===== src/rtl/fifo_ctrl_pkg.sv =====
// Shared types and constants for the FIFO access controller.
// Latency: n/a (types and constants only).
// Backpressure: n/a.
package fifo_ctrl_pkg;

  localparam int FIFO_WIDTH = 16;
  localparam int FIFO_DEPTH = 10;
  localparam int LEVEL_W    = 4;

  typedef enum logic {
    RUN   = 1'b0,
    FLUSH = 1'b1
  } ctrl_state_t;

  typedef enum logic [1:0] {
    OP_NONE  = 2'd0,
    OP_READ  = 2'd1,
    OP_WRITE = 2'd2
  } op_t;

endpackage


===== src/rtl/rr_arbiter.sv =====
// Round-robin arbiter: one-hot grant among req, searching from a registered pointer.
// Latency: grant is combinational; the pointer moves at the edge after an advance.
// Backpressure: a request is simply not granted until it wins; pointer holds without advance.
// Ports: clock/reset (sync, active-high), req[N], advance (winner consumed),
//        grant[N] one-hot or zero, ptr = index currently holding highest priority.
module rr_arbiter #(
  parameter int N  = 4,
  parameter int PW = (N > 1) ? $clog2(N) : 1
) (
  input  logic          clock,
  input  logic          reset,
  input  logic [N-1:0]  req,
  input  logic          advance,
  output logic [N-1:0]  grant,
  output logic [PW-1:0] ptr
);

  logic [PW:0]   sum;
  logic [PW-1:0] idx;
  logic [PW-1:0] win_idx;
  logic [PW-1:0] ptr_nxt;
  logic          found;

  // Walk N positions starting at ptr, wrapping modulo N; first requester found wins.
  always_comb begin
    grant   = '0;
    found   = 1'b0;
    win_idx = '0;
    sum     = '0;
    idx     = '0;
    for (int off = 0; off < N; off++) begin
      sum = {1'b0, ptr} + (PW+1)'(off);
      if (sum >= (PW+1)'(N)) begin
        sum = sum - (PW+1)'(N);
      end
      idx = sum[PW-1:0];
      if (!found && req[idx]) begin
        grant[idx] = 1'b1;
        win_idx    = idx;
        found      = 1'b1;
      end
    end
  end

  // After a grant, the requester just served drops to lowest priority.
  assign ptr_nxt = (win_idx == PW'(N - 1)) ? '0 : win_idx + PW'(1);

  always_ff @(posedge clock) begin
    if (reset) begin
      ptr <= '0;
    end else if (advance && found) begin
      ptr <= ptr_nxt;
    end
  end

endmodule


===== src/rtl/fifo_access_ctrl.sv =====
// Shares one single-port FIFO between N_REQ writers and one reader; owns occupancy and flush.
// Latency: grants/strobes combinational; level updates next edge; rd_valid one cycle after rd_grant.
// Backpressure: writers stall at full, reader stalls at empty, all stall during FLUSH.
// Ports: wr_req/wr_data/wr_grant (writers), rd_req/rd_grant/rd_valid (reader),
//        flush_req/flush_done, level/full/empty, fifo_* pins driving the FIFO.
module fifo_access_ctrl
  import fifo_ctrl_pkg::*;
#(
  parameter int N_REQ = 4,
  parameter int WIDTH = FIFO_WIDTH,
  parameter int DEPTH = FIFO_DEPTH
) (
  input  logic                     clock,
  input  logic                     reset,
  input  logic [N_REQ-1:0]         wr_req,
  input  logic [N_REQ*WIDTH-1:0]   wr_data,
  output logic [N_REQ-1:0]         wr_grant,
  input  logic                     rd_req,
  output logic                     rd_grant,
  output logic                     rd_valid,
  input  logic                     flush_req,
  output logic                     flush_done,
  output logic [LEVEL_W-1:0]       level,
  output logic                     full,
  output logic                     empty,
  output logic                     fifo_enable,
  output logic                     fifo_read,
  output logic                     fifo_write,
  output logic                     fifo_reset,
  output logic [WIDTH-1:0]         fifo_data_in
);

  localparam int PW = (N_REQ > 1) ? $clog2(N_REQ) : 1;

  ctrl_state_t          state_q, state_d;
  op_t                  last_op_q, op;
  logic [LEVEL_W-1:0]   level_q;
  logic                 rd_valid_q;
  logic                 rd_cand, wr_cand;
  logic [N_REQ-1:0]     arb_grant;
  logic [PW-1:0]        arb_ptr;

  assign level = level_q;
  assign full  = (level_q == LEVEL_W'(DEPTH));
  assign empty = (level_q == '0);

  // Everything is masked while reset is high so nothing is granted before the state is known.
  assign rd_cand = !reset && (state_q == RUN) && rd_req && !empty;
  assign wr_cand = !reset && (state_q == RUN) && (|wr_req) && !full;

  rr_arbiter #(
    .N  (N_REQ),
    .PW (PW)
  ) u_wr_arb (
    .clock   (clock),
    .reset   (reset),
    .req     (wr_req),
    .advance (fifo_write),
    .grant   (arb_grant),
    .ptr     (arb_ptr)
  );

  // Op selection and next state.
  always_comb begin
    op      = OP_NONE;
    state_d = state_q;
    if (!reset) begin
      case (state_q)
        RUN: begin
          if (rd_cand && wr_cand) begin
            // Alternate under contention so neither side starves.
            op = (last_op_q == OP_READ) ? OP_WRITE : OP_READ;
          end else if (wr_cand) begin
            op = OP_WRITE;
          end else if (rd_cand) begin
            op = OP_READ;
          end
          if (flush_req) begin
            state_d = FLUSH;
          end
        end
        FLUSH: begin
          if (level_q != '0) begin
            op = OP_READ;
          end else begin
            state_d = RUN;
          end
        end
        default: state_d = RUN;
      endcase
    end
  end

  assign fifo_write  = (op == OP_WRITE);
  assign fifo_read   = (op == OP_READ);
  assign fifo_reset  = reset;
  assign fifo_enable = reset || fifo_read || fifo_write;
  assign wr_grant    = fifo_write ? arb_grant : '0;
  // Flush reads are internal drains, never presented to the consumer.
  assign rd_grant    = fifo_read && (state_q == RUN);
  assign rd_valid    = rd_valid_q;
  assign flush_done  = !reset && (state_q == FLUSH) && (level_q == '0);

  always_comb begin
    fifo_data_in = '0;
    for (int i = 0; i < N_REQ; i++) begin
      if (wr_grant[i]) begin
        fifo_data_in = wr_data[i*WIDTH +: WIDTH];
      end
    end
  end

  always_ff @(posedge clock) begin
    if (reset) begin
      state_q    <= RUN;
      last_op_q  <= OP_READ;
      level_q    <= '0;
      rd_valid_q <= 1'b0;
    end else begin
      state_q    <= state_d;
      rd_valid_q <= rd_grant;
      if (fifo_write) begin
        level_q <= level_q + LEVEL_W'(1);
      end else if (fifo_read) begin
        level_q <= level_q - LEVEL_W'(1);
      end
      if (op != OP_NONE) begin
        last_op_q <= op;
      end
    end
  end

  // The FIFO has a single port: read and write must never coincide.
  a_excl_strobes : assert property (@(posedge clock) disable iff (reset)
    !(fifo_read && fifo_write));

  a_ptr_range : assert property (@(posedge clock) disable iff (reset)
    int'(arb_ptr) < N_REQ);

endmodule


===== config.mk =====
export PLATFORM = sky130hd
export DESIGN_NAME = fifo_access_ctrl
export DESIGN_NICKNAME = d
export VERILOG_FILES = /design/src/rtl/fifo_ctrl_pkg.sv /design/src/rtl/rr_arbiter.sv /design/src/rtl/fifo_access_ctrl.sv
export SDC_FILE = /design/constraint.sdc
export NUM_CORES = 1
export LEC_CHECK = 0
export CAP_MARGIN = 20
export CORE_ASPECT_RATIO = 0.7
export CORE_MARGIN = 2
export CORE_UTILIZATION = 30
export CTS_CLUSTER_DIAMETER = 50
export CTS_CLUSTER_SIZE = 40
export DETAILED_ROUTE_END_ITERATION = 16
export PLACE_DENSITY_LB_ADDON = 0.15
export SLEW_MARGIN = 40
export SYNTH_ARGS = -nofsm -noshare
export SYNTH_HDL_FRONTEND = slang
export SYNTH_SLANG_ARGS = --single-unit

===== constraint.sdc =====
create_clock -name clock -period 5.82 [get_ports clock]
set_clock_uncertainty 0.15 [all_clocks]
set_input_delay 1.164 -clock clock [delete_from_list [all_inputs] [get_ports clock]]
set_output_delay 1.164 -clock clock [all_outputs]
set_load 0.01 [all_outputs]

# After elaboration in Yosys (flattened, before gate mapping)
# Cells that the tools add are included.
# totals
register_bits	10
input_bits	72
output_inout_bits	33
elab_cells	116
# classes
addsub	10
order_cmp	12
n_eq_ne	5
n_mux	50
bitwise	4
n_reduce_logical	30
# ops
op	count
$mux W16	4
$mux W4	7
$mux W2	13
$logic_and A1 B1 Y1	17
$mux W1	16
$lt A2 B3 Y1 const B	4
$or A4 B4 Y4	3
$ge A3 B3 Y1 const B	3
$bmux W1 S2	4
$demux W1 S2	4
$ge A2 B1 Y1 const B	4
$sub A2 B1 Y2 const B	4
$add A2 B2 Y3 const B	2
$logic_not A1 Y1	6
$add A4 B1 Y4 const B	1
$eq A2 B1 Y1 const B	2
$eq A2 B2 Y1 const B	2
$eq A4 B4 Y1 const B	1
$logic_not A4 Y1	1
$pmux W2 S2	1
$reduce_bool A2 Y1	2
$reduce_bool A4 Y1	1
$reduce_or A4 Y1	1
$sub A4 B1 Y4 const B	1
other kinds (6)	7

# Longest topological paths before layout
# Gate-level depths: netlist of run 1.
# depth
depth_word	19
mapped_depth	15
mapped_depth_nobuf	14

# Cells and area by module
# From an unflattened synthesis of run 1, not the netlist that was laid out.
# unflattened
cells_unflattened	205
area_unflattened_um2	1574.0
# modules_own_cells
module	instances	cells_each	area_per_inst_um2	seq_area_each_um2
fifo_access_ctrl	1	138	1009.7	160.2
rr_arbiter	1	67	564.3	40.0

# Worst setup path after synthesis of run 1
# Ideal clock, no wire load.
# synth_timing
path_type	in2out
startpoint	input wr_req[1]
endpoint	output fifo_data_in[10]
arrival_ns	3.690
required_time_ns	4.506
path_slack_ns	0.816
cell_stages	14
path_buffers	3
cell_sequence	buf_2 -> nor4_1 -> a31oi_1 -> a211oi_1 -> o21ai_0 -> or2_2 -> ha_1 -> inv_1 -> a21oi_1 -> a32o_1 -> buf_6 -> buf_8 -> a32oi_1 -> a32oi_1
# synth_between
elab_cells_between_ends	38
classes_between	eq/ne: 1; mux: 24; bitwise: 3; reduce/logical: 10
# synth_lines
element	line	rtl
start: declaration	fifo_access_ctrl.sv:15	input logic [N_REQ-1:0] wr_req,
$reduce_or A4 Y1 (*)	fifo_access_ctrl.sv:49	assign wr_cand = !reset && (state_q == RUN) && (|wr_req) && !full;
$logic_and A1 B1 Y1 (*) (2 in a row)	fifo_access_ctrl.sv:49	
$mux W2 / $logic_and A1 B1 Y1 (equally long branches)	fifo_access_ctrl.sv:73, fifo_access_ctrl.sv:70	
$mux W2 (*)	fifo_access_ctrl.sv:70	if (rd_cand && wr_cand) begin
$pmux W2 S2 (*)	fifo_access_ctrl.sv:68	case (state_q)
$mux W2 (*)	fifo_access_ctrl.sv:67	if (!reset) begin
$eq A2 B2 Y1 (*)	fifo_access_ctrl.sv:94	assign fifo_write = (op == OP_WRITE);
named net fifo_write	fifo_access_ctrl.sv:28	output logic fifo_write,
$mux W4 (*)	fifo_access_ctrl.sv:98	assign wr_grant = fifo_write ? arb_grant : '0;
named net wr_grant[0]	fifo_access_ctrl.sv:17	output logic [N_REQ-1:0] wr_grant,
$mux W16 (*) (4 in a row)	fifo_access_ctrl.sv:107	if (wr_grant[i]) begin
end: declaration	fifo_access_ctrl.sv:30	output logic [WIDTH-1:0] fifo_data_in
# Mark *: on every way through the listed nets, which the timed path passes. The rest lies on a longest branch. The select of a mux whose other input is x is not followed.

# Final worst setup path of run 1
# layout_timing
startpoint	input wr_req[2]
endpoint	output fifo_data_in[12]
# layout_between
elab_chain_len	17
elab_cells_between_ends	38
classes_between	eq/ne: 1; mux: 24; bitwise: 3; reduce/logical: 10
# layout_rtl
element	line	rtl
$bmux W1 S2	rr_arbiter.sv:37	if (!found && req[idx]) begin
$mux W1 (implied by the code)	rr_arbiter.sv:37	
$mux W1	rr_arbiter.sv:37	
$logic_not A1 Y1	rr_arbiter.sv:37	
$logic_and A1 B1 Y1	rr_arbiter.sv:37	
$mux W1	rr_arbiter.sv:37	
$logic_not A1 Y1	rr_arbiter.sv:37	
$logic_and A1 B1 Y1	rr_arbiter.sv:37	
$mux W1	rr_arbiter.sv:37	
$logic_not A1 Y1	rr_arbiter.sv:37	
$logic_and A1 B1 Y1	rr_arbiter.sv:37	
$mux W4	rr_arbiter.sv:37	
$mux W4 (*)	fifo_access_ctrl.sv:98	
$mux W16 (3 in a row)	fifo_access_ctrl.sv:107	
$mux W16 (*)	fifo_access_ctrl.sv:107	
# Every way passes the cells marked *; elsewhere a longest branch is shown, timed or not. The select of a mux whose other input is x is not followed.

==> impl_metrics.env, run 1 <==
export IMPL_status="completed"
export IMPL_vias_per_cell=5.372
export IMPL_htreeDepth=1
export IMPL_grt_first_pass_wirelength_mm=10.28
export IMPL_r2r_slack_ps=2700
export IMPL_syn_to_final_growth_pct=64.97
export IMPL_wl_mm=6.553
export IMPL_crit_path_start_kind="primary input"
export IMPL_rsz0062_at_grt="false"
export IMPL_drc=0
export IMPL_arrival_ps=4160
export IMPL_drt_iter0_markers=111
export IMPL_synth_top_area_share_pct=14.78
export IMPL_regArea_sq_um=200.2
export IMPL_post_cts_setup_buffer_count=0
export IMPL_r2r_cells=15
export IMPL_die_w_um=99.04
export IMPL_setup_viol=0
export IMPL_port_buffers=104
export IMPL_critPathMaxFanout=16
export IMPL_drv_cap=0
export IMPL_worstSetupEndpointType="output pin"
export IMPL_wl_met3_um=355
export IMPL_slew_headroom_pct=48.25
export IMPL_critPathKind="primary input to output pin"
export IMPL_met2_length_mm=3.048
export IMPL_die_area_sq_um=6985
export IMPL_grt_max_degree=32
export IMPL_cts_sinks=10
export IMPL_ir_drop_mv=0.2600
export IMPL_drive_gt1_share_pct=13.20
export IMPL_clock_latency_ps=230
export IMPL_comb_power_share_pct=83.5
export IMPL_synth_edf_count=0
export IMPL_seqPwrFrac_pct=9.6
export IMPL_layout_commonest_cell="clkdlybuf4s50_1"
export IMPL_grt_pass1_vias=2097
export IMPL_grt_usage_pct=17.59
export IMPL_syn_avg_cell_area_sq_um=8.106
export IMPL_overflow=0
export IMPL_fmax_mhz=182.8
export IMPL_synth_seq_area_share_pct=10.55
export IMPL_period_needed_ps=5472
export IMPL_final_cell_area_sq_um=3129
export IMPL_yosysWarnings=0
export IMPL_place_area_sq_um=3025
export IMPL_p_leak_nw=1.374
export IMPL_synthTopCellsByArea="a32oi_1 15%, dfxtp_1 11%, ha_1 7.9%"
export IMPL_power_switching_share_pct=46.04
export IMPL_wl_per_cell_um=15.64
export IMPL_wirelength_met1_mm=3.114
export IMPL_vias=2251
export IMPL_cts_buffer_depth=2
export IMPL_routed_top_layer="met4"
export IMPL_grt_antenna_before_repair=0
export IMPL_dpl_hpwl_mm=4.895
export IMPL_p_switching_mw=0.5659
export IMPL_start_util_pct=30.81
export IMPL_internal_power_mw=0.6632
export IMPL_fin_nets=427
export IMPL_synth_nets=319
export IMPL_postRouteAntennaNets=0
export IMPL_hp_class="flip-flop to flip-flop"
export IMPL_num_io_pins=105
export IMPL_yosysTopAreaCell="a32oi_1"
export IMPL_drv_slew=0
export IMPL_cts_hold_buf=0
export IMPL_final_hold_viol_count=0
export IMPL_max_slew_worst_pin_slew_ps=771.6
export IMPL_final_cell_mix="88 x clkdlybuf4s50_1, 32 x a32oi_1, 20 x nand2_1, 20 x buf_4"
export IMPL_synth_seq_cells=10
export IMPL_fillers=595
export IMPL_core_area_sq_um=6156
export IMPL_cts_clk_slew_worst_paths_ps=50
export IMPL_cts_buffers=3
export IMPL_netlist_area_sq_um=1897
export IMPL_p_clk_share_pct=7.0
export IMPL_rows=24
export IMPL_tritoncts="yes"
export IMPL_required_ps=4510
export IMPL_clockRootBuffer="clkbuf_8"
export IMPL_power_density_nw_per_um2=392.8
export IMPL_synthArstFlopShare_pct=0
export IMPL_utilization_pct=50.83
export IMPL_antenna_cells=0
export IMPL_whs_path_depth=1
export IMPL_ys_types=54
export IMPL_synthCells=234
export IMPL_multiInputGateArea_sq_um=1436
export IMPL_gp_congestion=0.7975
export IMPL_synth_ff_type="dfxtp_1"
export IMPL_period_share_pct=94.02
export IMPL_drt_pass1_iter_count=4
export IMPL_die_h_um=70.53
export IMPL_setup_tns_ps=0
synthesized netlist by cell type (2+ instances only):
cell type and count:
a211oi_1 3, a21o_1 2, a21oi_1 9, a221oi_1 4
a31oi_1 2, a32oi_1 32, and3_1 3, buf_2 4
buf_6 10, clkbuf_1 3, clkbuf_8 3, dfxtp_1 10
ha_1 12, inv_1 12, mux2_2 2, mux2i_1 6
mux4_2 4, nand2_1 20, nand2b_1 2, nand3_1 16
nand3b_1 2, nor2_1 15, nor2b_1 5, nor3b_1 2
o21ai_0 16, o21ai_1 3, xnor2_1 4, xor2_1 2
worst max-delay path, stage by stage:
cell             delay, ps
clkdlybuf4s50_1        430
nor4_2                 300
buf_4                  170
a31oi_1                 50
a211oi_1               230
o21ai_0                120
or2_2                  310
ha_2                   240
inv_1                  110
a21oi_1                 50
a32o_1                 260
buf_12                 160
a32oi_1                230
a32oi_1                130
dlymetal6s2s_1         190
registers in the layout, indices dropped and copies added (netlist names), named ones only:
signal	count
level	4
last_op_q	2
rd_valid	1
state_q	1
u_wr_arb.ptr	1
cell families (layout without fill, tap and decap cells):
group / after synthesis / count (layout) / synth area share, %
AOI/OAI and AO/OA: 84 / 84 / 35.49
and+or+nand+nor: 72 / 72 / 18.93
buffers and inverters: 37 / 144 / 14.18
adders and majority gates: 13 / 13 / 8.971
muxes: 12 / 12 / 9.103
DFF: 10 / 10 / 10.55
xor gates and xnor gates: 6 / 6 / 2.770
per-layer routing:
metal	track usage, %	vias up
met5	0	-
met4	3.501	0
met3	2.803	4
met2	27.85	67
met1	25.38	1061
li1	-	1119
what timing repair did:
action,CTS,global route
resized for setup,2,16
pin swaps,0,1
setup endpoints to repair,15,16
power by group through the flow:
| stage | Clock [mW] | Combinational (mW) | Sequential (mW) |
|---|---|---|---|
| after floorplan | 0 | 0.672 | 0.122 |
| after global placement | 0 | 1.04 | 0.119 |
| after detailed placement | 0 | 1.04 | 0.118 |
| after CTS | 0.0894 | 1.05 | 0.118 |
| after global routing | 0.0914 | 1.11 | 0.121 |
| final | 0.0857 | 1.03 | 0.118 |
path summary, 6_finish.rpt:
path / startpoint / to
max: wr_req[2] / fifo_data_in[12]
min: last_op_q[0] / last_op_q[0]
max reg2reg: level[0] / level[3]
min reg2reg: last_op_q[0] / last_op_q[0]
stage by stage:
| stage | power (mW) | hold slack [ps] | worst slack (ps) | cells |
|---|---|---|---|---|
| floorplan | 0.7946 | 277.4 | 816.5 | 234 |
| global placement | 1.161 | 287.0 | 51.65 | 415 |
| detailed placement | 1.160 | 300.5 | -44.48 | 415 |
| CTS | 1.256 | 311.5 | 36.73 | 419 |
| global route | 1.327 | 325.7 | 120.0 | 419 |
| finish | 1.229 | 306.6 | 348.3 | 419 |
layout make-up:
type / count / area share, %
flip-flops and latches: 10 / 6.397
well taps: 78 / 3.119
inverters: 13 / 1.559
repair buffers: 127 / 41.26
clock buffers: 4 / 1.759
multi-input cells: 187 / 45.90
Note: power is estimated with default switching activity, not from simulation.
==> run 2, diff against run 1 <==
CORE_MARGIN = 8   (was 2)
==> run 2 against run 1 <==
  * Register-to-register slack gained 60 ps
  * Clock-buffer cell count down 1
  * Die area grew 31%
  * Total power hardly changed
  * Non-clock buffer count grew 2
  * Global-route usage is 3.0 points lower
  * First-iteration DRC count decreased by 13%
  * Fmax down 0.57%
  * Final cell count up 0.24%
  * Critical path depth unchanged
  * Cell area is essentially flat
  * Hold slack improved by 15 ps
  * Critical path type unchanged
  * Critical endpoint is now wr_grant[2]
  * Largest power group unchanged
==> impl_metrics.env, run 2 (synthesis results as in run 1) <==
export IMPL_fin_nets=429
export IMPL_die_area_sq_um=9164
export IMPL_max_slew_worst_pin_slew_ps=824.2
export IMPL_power_density_nw_per_um2=393.1
export IMPL_multiInputGateArea_sq_um=1434
export IMPL_regArea_sq_um=200.2
export IMPL_grt_met2_usage_pct=22.18
export IMPL_busiest_layer="met2"
export IMPL_period_needed_ps=5503
export IMPL_p_leak_nw=1.375
export IMPL_start_util_pct=30.66
export IMPL_postRouteAntennaNets=0
export IMPL_crit_chain="clkdlybuf4s50_1, nor4_2, buf_4, a31oi_1, a211oi_1, o21ai_0, or2_2, ha_1, inv_2, a221oi_1, a31oi_4, buf_12, buf_4, inv_1, clkdlybuf4s50_1"
export IMPL_wl_per_cell_um=17.42
export IMPL_num_io_pins=105
export IMPL_fin_cells=420
export IMPL_grt_usage_pct=14.55
export IMPL_crit_path_start_kind="primary input"
export IMPL_cts_buffer_depth=2
export IMPL_core_area_sq_um=6186
export IMPL_worstSetupEndpointType="output pin"
export IMPL_final_hold_viol_count=0
export IMPL_setup_tns_ps=0
export IMPL_tritoncts="yes"
export IMPL_cts_clk_slew_worst_paths_ps=40
export IMPL_rows=24
export IMPL_drt_pass1_iter_count=5
export IMPL_status="completed"
export IMPL_drv_cap=0
export IMPL_grt_antenna_before_repair=0
export IMPL_grt_use_met3_pct=3.030
export IMPL_cts_sinks=10
export IMPL_slew_headroom_pct=44.73
export IMPL_layout_commonest_cell="clkdlybuf4s50_1"
export IMPL_required_ps=4510
export IMPL_grt_first_pass_wirelength_mm=11.31
export IMPL_syn_to_final_growth_pct=64.91
export IMPL_grt_pass1_vias=2173
export IMPL_critPathKind="primary input to output pin"
export IMPL_grt_max_degree=34
export IMPL_die_w_um=111.0
export IMPL_gp_congestion=0.8373
export IMPL_crit_slowest_cell="clkdlybuf4s50_1"
export IMPL_critPathMaxFanout=19
export IMPL_r2r_slack_ps=2760
export IMPL_drv_slew=0
export IMPL_ir_drop_mv=0.2038
export IMPL_fmax_mhz=181.7
export IMPL_final_cell_mix="88 x clkdlybuf4s50_1, 32 x a32oi_1, 22 x buf_4"
export IMPL_wl_mm=7.317
export IMPL_fillers=583
export IMPL_dp_cells=417
export IMPL_port_buffers=104
export IMPL_drc=0
export IMPL_htreeDepth=1
export IMPL_cpPeakStageDelay_ps=480
export IMPL_die_h_um=82.53
export IMPL_overflow=0
export IMPL_drive_gt1_share_pct=13.45
export IMPL_drt_iter0_markers=97
export IMPL_clock_latency_ps=240
export IMPL_hp_class="flip-flop to flip-flop"
export IMPL_clockRootBuffer="clkbuf_8"
export IMPL_groute_layer_met1_usage_pct=20.34
export IMPL_antenna_cells=0
export IMPL_period_share_pct=94.55
export IMPL_vias=2236
export IMPL_dpl_hpwl_mm=5.608
export IMPL_arrival_ps=4190
export IMPL_vias_per_cell=5.324
export IMPL_cts_buffers=3
export IMPL_largest_register_ffs=4
export IMPL_rsz0062_at_grt="false"
export IMPL_setup_viol=0
-- run 2: timing repair --
| item | CTS | global route |
|---|---|---|
| gates resized for setup | 0 | 18 |
| endpoints found under the setup margin | 0 | 17 |
| buffers inserted | 0 | 0 |
| hold buffers | 0 | 0 |
-- run 2: worst max-delay path, delay by kind of cell --
kind	cells	cell delay (ps)
buf+inv	7	1500
compound gates	5	690
simple gates	2	570
fa+ha+maj	1	260
-- run 2: cell type report --
cell class | instances | area share, %
multi-input combinational | 187 | 45.84
timing repair buffer | 129 | 41.76
sequential | 10 | 6.400
tap | 78 | 3.120
inverter | 13 | 1.560
clock buffer | 3 | 1.320
-- run 2: per-stage QoR --
stage / hold WS, ps / area [sq um] / util (%) / total power [mW] / setup slack, ps
6_report: 321.3 / 3128 / 50.57 / 1.230 / 317.1
4_1_cts: 333.2 / 3082 / 49.82 / 1.254 / 52.86
2_1_floorplan: 277.4 / 1897 / - / 0.7946 / 816.5
5_1_grt: 346.9 / 3128 / 50.57 / 1.336 / 38.75
3_3_place_gp: 293.2 / 3040 / 49.15 / 1.177 / 87.99
3_5_place_dp: 323.0 / 3040 / 49.15 / 1.174 / 71.54
-- run 2: routing by layer --
layer | share of wire, % | vias up
li1 | - | 1118
met1 | 48 | 1027
met2 | 44 | 83
met3 | 7.2 | 8
met4 | 1.3 | 0
met5 | 0 | -
-- run 2: worst paths after layout --
path | from | endpoint | depth (start not counted)
setup reg to reg | level[0] | level[3] | 15
hold reg to reg | last_op_q[0] | last_op_q[0] | 1
setup / recovery | wr_req[1] | wr_grant[2] | 15
hold / removal | last_op_q[0] | last_op_q[0] | 1
-- run 2: power by group --
| group | switching, mW | total (mW) | internal [mW] |
|---|---|---|---|
| registers | 0.0248 | 0.116 | 0.0914 |
| logic | 0.527 | 1.04 | 0.515 |
| clock network | 0.0263 | 0.0715 | 0.0452 |
==> run 3, diff against run 2 <==
clock period = 4.4 ns   (was 5.82 ns; I/O delays follow)
==> run 3 against run 2 <==
  * First-iteration DRC count grew 12%
  * Combinational power grew 46%
  * Die area is the same
  * Register-to-register slack lost 1600 ps
  * Global-route usage grew 1.2 points
  * Clock-buffer cell count grew 1
  * Cell area grew 7.1%
  * Critical path type unchanged
  * Critical endpoint is now fifo_data_in[9]
  * Largest cell class unchanged
==> impl_metrics.env, run 3 (synthesis results as in run 1) <==
export IMPL_port_buffers=104
export IMPL_crit_path_start_kind="primary input"
export IMPL_crit_cells=15
export IMPL_r2r_slack_ps=1140
export IMPL_final_cell_mix="81 x clkdlybuf4s50_1, 38 x buf_4, 27 x a32oi_1"
export IMPL_worstSetupEndpointType="output pin"
export IMPL_gp_congestion=0.8087
export IMPL_cts_buffers=3
export IMPL_rows=24
export IMPL_status="completed"
export IMPL_endpoint="fifo_data_in[9]"
export IMPL_slew_headroom_pct=72.03
export IMPL_p_leak_nw=1.346
export IMPL_r2r_end="level[3]"
export IMPL_setup_tns_ps=0
export IMPL_critPathBufInv=5
export IMPL_drt_iter0_markers=109
export IMPL_cpPeakStageDelay_ps=310
export IMPL_layout_commonest_cell="clkdlybuf4s50_1"
export IMPL_cts_clk_slew_worst_paths_ps=50
export IMPL_cts_hold_buf=0
export IMPL_wl_per_cell_um=17.98
export IMPL_drt_pass1_iter_count=5
export IMPL_wl_mm=7.981
export IMPL_grt_usage_pct=15.73
export IMPL_vias=2361
export IMPL_drv_cap=0
export IMPL_dpl_hpwl_mm=5.672
export IMPL_period_share_pct=99.57
export IMPL_critPathKind="primary input to output pin"
export IMPL_die_w_um=111.0
export IMPL_max_slew_worst_pin_slew_ps=419.6
export IMPL_postRouteAntennaNets=0
export IMPL_crit_chain="buf_12, nor4_4, buf_4, a31oi_4, a211oi_2, o21ai_1, or2_4, ha_4, inv_4, a21oi_2, a32o_2, buf_12, a32oi_1, a32oi_1, buf_2"
export IMPL_period_needed_ps=4381
export IMPL_fin_nets=452
export IMPL_grt_antenna_before_repair=0
export IMPL_cp_top_family="compound AO/OA/AOI/OAI gates"
export IMPL_die_h_um=82.53
export IMPL_die_area_sq_um=9164
export IMPL_rsz0062_at_grt="true"
export IMPL_largest_register_ffs=4
export IMPL_drc=0
export IMPL_num_io_pins=105
export IMPL_grt_max_degree=22
export IMPL_startpoint="wr_req[1]"
export IMPL_fmax_mhz=228.3
export IMPL_cts_sinks=10
export IMPL_grt_first_pass_wirelength_mm=12.13
export IMPL_cts_buffer_depth=2
export IMPL_final_hold_viol_count=0
export IMPL_drv_slew=0
export IMPL_required_ps=3370
export IMPL_antenna_cells=0
export IMPL_start_util_pct=30.66
export IMPL_setup_viol=0
export IMPL_r2r_cells=18
export IMPL_crit_slowest_cell="nor4_4"
export IMPL_tritoncts="yes"
export IMPL_arrival_ps=3350
export IMPL_grt_pass1_vias=2360
export IMPL_overflow=0
export IMPL_htreeDepth=1
export IMPL_rr_startpoint="level[1]"
export IMPL_drive_gt1_share_pct=27.60
export IMPL_critPathMaxFanout=5
export IMPL_power_density_nw_per_um2=535.6
export IMPL_clockRootBuffer="clkbuf_8"
export IMPL_p_total_mw=1.795
export IMPL_core_area_sq_um=6186
export IMPL_hp_class="flip-flop to flip-flop"
export IMPL_clock_latency_ps=240
export IMPL_vias_per_cell=5.318
export IMPL_syn_to_final_growth_pct=76.65
export IMPL_ir_drop_mv=0.2944
## run 3: routing by layer
layer / share of wire (%) / up-vias / global-route usage, %
met2: 46 / 83 / 24.85
li1: - / 1164 / -
met5: 0 / - / 0
met1: 47 / 1104 / 22.06
met3: 5.4 / 10 / 2.020
met4: 1.1 / 0 / 4.503
## run 3: worst min path at each step
stage | start | end | slack [ps] | depth (start not counted)
floorplan | last_op_q[0] | last_op_q[0] | 280 | 1
global placement | last_op_q[0] | last_op_q[0] | 290 | 1
detailed placement | last_op_q[0] | last_op_q[0] | 300 | 1
CTS | last_op_q[0] | last_op_q[0] | 310 | 1
global route | last_op_q[0] | last_op_q[0] | 360 | 1
finish | last_op_q[0] | last_op_q[0] | 310 | 1
## run 3: timing repair
item / in CTS / in global routing
resized for setup: 98 / 20
gates cloned: 3 / 1
buffers inserted: 2 / 3
pin swaps: 8 / 29
setup endpoints to repair: 24 / 20
## run 3: area by class of cell
class                           instances  area [sq um]
Fill cell                             596          2835
Multi-Input combinational cell        187          1530
Timing Repair Buffer                  150          1396
Sequential cell                        10         200.2
Tap cell                               78         97.59
Inverter                               13         58.81
Clock buffer                            4         55.05
Timing Repair inverter                  2         12.51
## run 3: through the flow
stage | worst slack, ps | cells | cell area, sq um | utilization [%] | hold WS (ps)
final | 19.01 | 444 | 3351 | 54.17 | 313.3
after global routing | -90.89 | 444 | 3351 | 54.17 | 358.4
after CTS | 2.663 | 440 | 3233 | 52.27 | 312.1
after detailed placement | -1116 | 431 | 3158 | 51.05 | 300.7
after global placement | -974.0 | 431 | 3158 | 51.05 | 287.3
after floorplan | 22.86 | 234 | 1897 | - | 277.4
## run 3: report_power, final
| group | internal, mW | leakage (nW) | switching (mW) |
|---|---|---|---|
| Combinational | 0.757 | 1.23 | 0.767 |
| Clock | 0.0788 | 0.0288 | 0.0372 |
| Sequential | 0.121 | 0.0825 | 0.0335 |
